===== src/rtl/ddr_rx_pkg.sv =====
// Shared constants for the HDR-DDR read path: RX mode codes, error codes and
// the read sequencer state encoding, plus small state-decode helpers.
package ddr_rx_pkg;

  localparam logic [3:0] RX_MODE_PREAMBLE        = 4'b0000;
  localparam logic [3:0] RX_MODE_DESERIALIZING   = 4'b0011;
  localparam logic [3:0] RX_MODE_CHECK_TOKEN     = 4'b0101;
  localparam logic [3:0] RX_MODE_CHECK_PAR_VALUE = 4'b0110;
  localparam logic [3:0] RX_MODE_CHECK_CRC_VALUE = 4'b0111;

  localparam logic [2:0] ERR_NONE     = 3'd0;
  localparam logic [2:0] ERR_PREAMBLE = 3'd1;
  localparam logic [2:0] ERR_PARITY   = 3'd2;
  localparam logic [2:0] ERR_TOKEN    = 3'd3;
  localparam logic [2:0] ERR_CRC      = 3'd4;
  localparam logic [2:0] ERR_OVERFLOW = 3'd5;
  localparam logic [2:0] ERR_TIMEOUT  = 3'd6;

  localparam logic [3:0] ST_IDLE   = 4'd0;
  localparam logic [3:0] ST_PRE0   = 4'd1;
  localparam logic [3:0] ST_PRE1   = 4'd2;
  localparam logic [3:0] ST_BYTE0  = 4'd3;
  localparam logic [3:0] ST_CAP0   = 4'd4;
  localparam logic [3:0] ST_BYTE1  = 4'd5;
  localparam logic [3:0] ST_CAP1   = 4'd6;
  localparam logic [3:0] ST_PARITY = 4'd7;
  localparam logic [3:0] ST_TOKEN  = 4'd8;
  localparam logic [3:0] ST_CRC    = 4'd9;
  localparam logic [3:0] ST_DONE   = 4'd10;
  localparam logic [3:0] ST_ERR    = 4'd11;

  function automatic logic [3:0] rx_mode_of(input logic [3:0] st);
    case (st)
      ST_BYTE0, ST_CAP0, ST_BYTE1, ST_CAP1: rx_mode_of = RX_MODE_DESERIALIZING;
      ST_PARITY: rx_mode_of = RX_MODE_CHECK_PAR_VALUE;
      ST_TOKEN:  rx_mode_of = RX_MODE_CHECK_TOKEN;
      ST_CRC:    rx_mode_of = RX_MODE_CHECK_CRC_VALUE;
      default:   rx_mode_of = RX_MODE_PREAMBLE;
    endcase
  endfunction

  // States in which the RX block is running (and the transfer counts as busy).
  function automatic logic st_active(input logic [3:0] st);
    st_active = (st != ST_IDLE) && (st != ST_DONE) && (st != ST_ERR);
  endfunction

  // States that wait on i_rx_mode_done (watchdog-supervised).
  function automatic logic st_waiting(input logic [3:0] st);
    st_waiting = st_active(st) && (st != ST_CAP0) && (st != ST_CAP1);
  endfunction

endpackage


===== src/rtl/ddr_rx_watchdog.sv =====
// Per-stage watchdog: counts cycles since the last clear and flags expiry at
// TIMEOUT_CYCLES-1; the count holds at that value until cleared.
module ddr_rx_watchdog #(
  parameter int unsigned TIMEOUT_CYCLES = 1024
) (
  input  logic i_sys_clk,
  input  logic i_sys_rst,
  input  logic i_clear,
  output logic o_expired
);

  localparam int unsigned CNT_W = $clog2(TIMEOUT_CYCLES) + 1;
  localparam logic [CNT_W-1:0] LIMIT = CNT_W'(TIMEOUT_CYCLES - 1);

  logic [CNT_W-1:0] r_cnt;

  assign o_expired = (r_cnt == LIMIT);

  always_ff @(posedge i_sys_clk) begin
    if (!i_sys_rst || i_clear) begin
      r_cnt <= '0;
    end else if (!o_expired) begin
      r_cnt <= r_cnt + 1'b1;
    end
  end

endmodule


===== src/rtl/ddr_rx_seq.sv =====
// HDR-DDR read-path sequencer driving the RX deserializer and register file.
// Optional per-stage watchdog enabled by defining DDR_RX_SEQ_TIMEOUT_EN.
module ddr_rx_seq
  import ddr_rx_pkg::*;
#(
  parameter int unsigned ADDR_W         = 6,
  parameter int unsigned TIMEOUT_CYCLES = 1024
) (
  input  logic              i_sys_clk,
  input  logic              i_sys_rst,
  input  logic              i_engine_start,
  input  logic [ADDR_W-1:0] i_word_limit,
  input  logic [ADDR_W-1:0] i_base_addr,
  output logic              o_rx_en,
  output logic [3:0]        o_rx_mode,
  input  logic              i_rx_mode_done,
  input  logic              i_rx_pre,
  input  logic              i_rx_error,
  input  logic [7:0]        i_rx_data,
  output logic              o_regf_wr_en,
  output logic [ADDR_W-1:0] o_regf_addr,
  output logic [7:0]        o_regf_wr_data,
  output logic              o_busy,
  output logic              o_engine_done,
  output logic              o_engine_error,
  output logic [2:0]        o_error_code
);

  logic [3:0]        r_state;
  logic [3:0]        w_next;
  logic [2:0]        w_code;
  logic              r_armed;
  logic              r_pre0;
  logic [ADDR_W-1:0] r_base;
  logic [ADDR_W-1:0] r_word;
  logic [ADDR_W-1:0] w_addr;
  logic              w_timeout;

  // The first cycle after reset release never accepts a start.
  always_comb begin
    w_next = r_state;
    w_code = ERR_NONE;
    case (r_state)
      ST_IDLE:   if (i_engine_start && r_armed) w_next = ST_PRE0;
      ST_PRE0:   if (i_rx_mode_done) w_next = ST_PRE1;
      ST_PRE1: begin
        if (i_rx_mode_done) begin
          case ({r_pre0, i_rx_pre})
            2'b11: begin
              if (r_word == i_word_limit) begin
                w_next = ST_ERR;
                w_code = ERR_OVERFLOW;
              end else begin
                w_next = ST_BYTE0;
              end
            end
            2'b01:   w_next = ST_TOKEN;
            default: begin
              w_next = ST_ERR;
              w_code = ERR_PREAMBLE;
            end
          endcase
        end
      end
      ST_BYTE0:  if (i_rx_mode_done) w_next = ST_CAP0;
      ST_CAP0:   w_next = ST_BYTE1;
      ST_BYTE1:  if (i_rx_mode_done) w_next = ST_CAP1;
      ST_CAP1:   w_next = ST_PARITY;
      ST_PARITY: begin
        if (i_rx_mode_done) begin
          w_next = i_rx_error ? ST_ERR : ST_PRE0;
          w_code = i_rx_error ? ERR_PARITY : ERR_NONE;
        end
      end
      ST_TOKEN: begin
        if (i_rx_mode_done) begin
          w_next = i_rx_error ? ST_ERR : ST_CRC;
          w_code = i_rx_error ? ERR_TOKEN : ERR_NONE;
        end
      end
      ST_CRC: begin
        if (i_rx_mode_done) begin
          w_next = i_rx_error ? ST_ERR : ST_DONE;
          w_code = i_rx_error ? ERR_CRC : ERR_NONE;
        end
      end
      default:   w_next = ST_IDLE;
    endcase
    // A stage completion in the expiry cycle wins over the watchdog.
    if (w_timeout && st_waiting(r_state) && (w_next == r_state)) begin
      w_next = ST_ERR;
      w_code = ERR_TIMEOUT;
    end
  end

`ifdef DDR_RX_SEQ_TIMEOUT_EN
  ddr_rx_watchdog #(
    .TIMEOUT_CYCLES(TIMEOUT_CYCLES)
  ) u_watchdog (
    .i_sys_clk (i_sys_clk),
    .i_sys_rst (i_sys_rst),
    .i_clear   (w_next != r_state),
    .o_expired (w_timeout)
  );
`else
  localparam int unsigned unused_timeout_cycles = TIMEOUT_CYCLES;
  assign w_timeout = 1'b0;
`endif

  assign w_addr = r_base + (r_word << 1) + {{(ADDR_W-1){1'b0}}, (r_state == ST_CAP1)};

  always_ff @(posedge i_sys_clk) begin
    if (!i_sys_rst) begin
      r_state        <= ST_IDLE;
      r_armed        <= 1'b0;
      r_pre0         <= 1'b0;
      r_base         <= '0;
      r_word         <= '0;
      o_rx_en        <= 1'b0;
      o_rx_mode      <= RX_MODE_PREAMBLE;
      o_regf_wr_en   <= 1'b0;
      o_regf_addr    <= '0;
      o_regf_wr_data <= '0;
      o_busy         <= 1'b0;
      o_engine_done  <= 1'b0;
      o_engine_error <= 1'b0;
      o_error_code   <= ERR_NONE;
    end else begin
      r_state       <= w_next;
      r_armed       <= 1'b1;
      o_rx_en       <= st_active(w_next);
      o_busy        <= st_active(w_next);
      o_rx_mode     <= rx_mode_of(w_next);
      o_engine_done <= (w_next == ST_DONE) || (w_next == ST_ERR);
      o_regf_wr_en  <= 1'b0;
      if (r_state == ST_IDLE && w_next == ST_PRE0) begin
        r_base         <= i_base_addr;
        r_word         <= '0;
        o_engine_error <= 1'b0;
        o_error_code   <= ERR_NONE;
      end
      if (r_state == ST_PRE0 && i_rx_mode_done) r_pre0 <= i_rx_pre;
      if (r_state == ST_CAP0 || r_state == ST_CAP1) begin
        o_regf_wr_en   <= 1'b1;
        o_regf_addr    <= w_addr;
        o_regf_wr_data <= i_rx_data;
      end
      if (r_state == ST_PARITY && w_next == ST_PRE0) r_word <= r_word + 1'b1;
      if (w_next == ST_ERR && r_state != ST_ERR) begin
        o_engine_error <= 1'b1;
        o_error_code   <= w_code;
      end
    end
  end

endmodule

===== config.mk =====
export PLATFORM = sky130hd
export DESIGN_NAME = ddr_rx_seq
export DESIGN_NICKNAME = d
export VERILOG_FILES = /design/src/rtl/ddr_rx_pkg.sv /design/src/rtl/ddr_rx_watchdog.sv /design/src/rtl/ddr_rx_seq.sv
export SDC_FILE = /design/constraint.sdc
export NUM_CORES = 1
export LEC_CHECK = 0
export BUFFER_PORTS_ARGS = -buffer_cell sky130_fd_sc_hd__buf_2
export CORE_UTILIZATION = 53
export CTS_CLUSTER_DIAMETER = 200
export CTS_CLUSTER_SIZE = 16
export DETAILED_ROUTE_END_ITERATION = 10
export PLACE_DENSITY = 0.84
export SYNTH_ARGS = -nofsm -noshare
export SYNTH_HDL_FRONTEND = slang
export SYNTH_SLANG_ARGS = --single-unit

===== constraint.sdc =====
create_clock -name i_sys_clk -period 3.1 [get_ports i_sys_clk]
set_input_delay 0.465 -clock i_sys_clk [delete_from_list [all_inputs] [get_ports i_sys_clk]]
set_output_delay 0.465 -clock i_sys_clk [all_outputs]
set_load 0.03 [all_outputs]

==> metrics <==
DRC Markers=0; Synth Cell Area=2160 µm²; Clock Skew=6.02 ps; VDD IR-drop max=0.304 mV; Pleak=1.09 nW; cts hold-fix bufs=0; Routed WL per cell=13.8 µm; crit end category=flip-flop; Antenna Cells=0; Tcrit/Tclk final=81.6%; total gr overflow=0; CTS resizes=0; root buf cell=clkbuf_8; Mean Syn Cell Area=8.59 µm²; Final Hold Vio Count=0; Top Ports=52; vias in the first global route=1732; CTS Buffer Depth=2; synth top area cells=dfxtp_1, a21oi_1, nand2_1; post-synth top area share=39.0%; Slew HR=55.5%; sequential fraction of the synthesis area=39.0%; most common cell in the netlist=dfxtp_1; Hold Path Class=input pin to flip-flop; power density cells=414 nW/µm²; H-Tree Depth=2; status=finished, final reports clean; fillcell total=313; RSZ-0062 raised after global routing=no; final setup fails=0; first-pass GRT wire length=7.67 mm; drt first-iter violations=224; PortBufs=50; final slew viol count=0; synth-to-layout area growth=15.5%; clock latency on the worst-skew pair=300 ps; top_reg_cell synth=dfxtp_1; DP HPWL=3.41 mm; max_cap viols=0; post-route cell area=2490 µm²; chip height=65.8 µm; post-CTS setup repair buffer count=0; synthesized net count=284; total number of vias=1938; CP Class=flip-flop to flip-flop; Pre-antenna DRT Iters=4; Post-synth EDFFs=0; Tmin final=2530 ps; initial antenna violation count=0; most frequent cells after synthesis=dfxtp_1, nand2_1, a21oi_1; Crit path required time=3330 ps; Die X=65.8 µm; CTS Buf Count=5; # rows=22; DIE AREA=4330 µm²; final WL=4.75 mm; FMAX=395 MHz; GPL Wtd Cong=0.931; setup TNS=0 ps; Startpoint Class=flip-flop; critical path fanouts, max=15; YS warnings=0; Initial Util=57.2%; clock sink total=42; GRT Overall Usage=23.6%; ratio of cells with drive above 1 in the final layout=23.2%; Mapped Cells=251; Layout Nets=330; post-synth top area cell=dfxtp_1; core region area=3770 µm²; Worst-Margin Slew=666 ps; clock-pin slew on the worst setup and hold paths=80 ps; DP Area=2410 µm²; post-synthesis cell type count=54; routed vias/inst=5.62; number of synthesized register bits=42; CTS tree=done; ys async rst share=0%; ANT nets after route=0; largest net degree at the start of global routing=20; worst endpoint data arrival time=2760 ps
==> placed cells by master, fill, tap and decap left out, types with 3 or more instances in the layout <==
cell / instances
nor3_1: 4
and2_1: 6
xnor2_1: 6
xor2_1: 7
dfxtp_1: 42
ha_1: 6
buf_4: 3
nand2_1: 30
nand2b_1: 3
nor3b_1: 3
nor2_1: 24
buf_2: 50
a21o_1: 3
inv_1: 6
a31oi_1: 4
o22ai_1: 3
clkbuf_8: 5
nand3_1: 12
o21ai_0: 4
mux2i_1: 7
nand3b_1: 3
o21ai_1: 3
a21oi_1: 25
==> cells by family (layout without fill, tap and decap cells) <==
group / Yosys count / after routing / synth area share (%)
mux: 7 / 7 / 3.25
buf+inv: 21 / 67 / 4.81
fa+ha+maj: 7 / 7 / 4.41
flops: 42 / 42 / 39.0
other cells: 1 / 1 / 0.174
simple gates: 105 / 105 / 25.8
xor+xnor: 13 / 13 / 5.28
compound gates: 55 / 55 / 17.3
==> per-layer routing <==
layer  up-vias  wire (µm)  track usage [%]
li1        965          -                -
met1       894       2060             29.4
met2        60       2320             37.1
met3        19        204             5.17
met4         0        165             13.6
met5         -          0                0
==> path summary, 6_finish.rpt <==
path / startpoint / to / slack [ps] / depth (start not counted)
setup / recovery: r_state[2] / o_regf_addr[4] / 570 / 12
hold / removal: i_base_addr[2] / r_base[2] / 390 / 3
hold reg to reg: o_regf_wr_data[0] / o_regf_wr_data[0] / 460 / 2
setup reg to reg: r_state[2] / o_regf_addr[4] / 570 / 12
==> state kept, by name, summed over array words and instances (netlist names), 3 cells and up <==
name	cells
r_state	4
r_base	6
o_rx_mode	3
o_error_code	3
r_word	6
o_regf_wr_data	8
o_regf_addr	6
==> critical path, stage by stage (launching register included) <==
cell and delay (ps):
dfxtp_1 700, nor2b_1 310, nand2b_1 130, nor2_1 130, ha_1 190, inv_1 60, fa_1 390, inv_1 70
a21o_1 100, a21oi_1 70, xnor2_1 130, nand2_1 60, a21oi_1 130
==> cell type report <==
class	instances	area [µm²]	share of cell area [%]
clock buffers	5	68.8	2.76
clock inverters	2	10.0	0.402
inverters	7	26.3	1.05
multi-input cells	188	1210	48.7
flip-flops and latches	42	841	33.8
well taps	48	60.1	2.41
repair buffers	53	273	10.9
==> metrics by stage <==
stage / hold WS [ps] / util, % / worst slack [ps] / total power, mW / cells
floorplan: 470 / - / 773 / 0.675 / 251
finish: 394 / 66.1 / 570 / 1.03 / 345
global route: 401 / 66.1 / 319 / 1.07 / 345
detailed placement: 444 / 64.0 / 646 / 0.711 / 338
CTS: 400 / 66.1 / 570 / 1.03 / 345
global placement: 440 / 64.0 / 744 / 0.707 / 338
==> report_power, final <==
part           internal, mW  total [mW]  switching (mW)
Sequential            0.552       0.568          0.0157
Clock                 0.151       0.333           0.182
Combinational        0.0532       0.132          0.0787
Power figures use the tool's default switching activity.
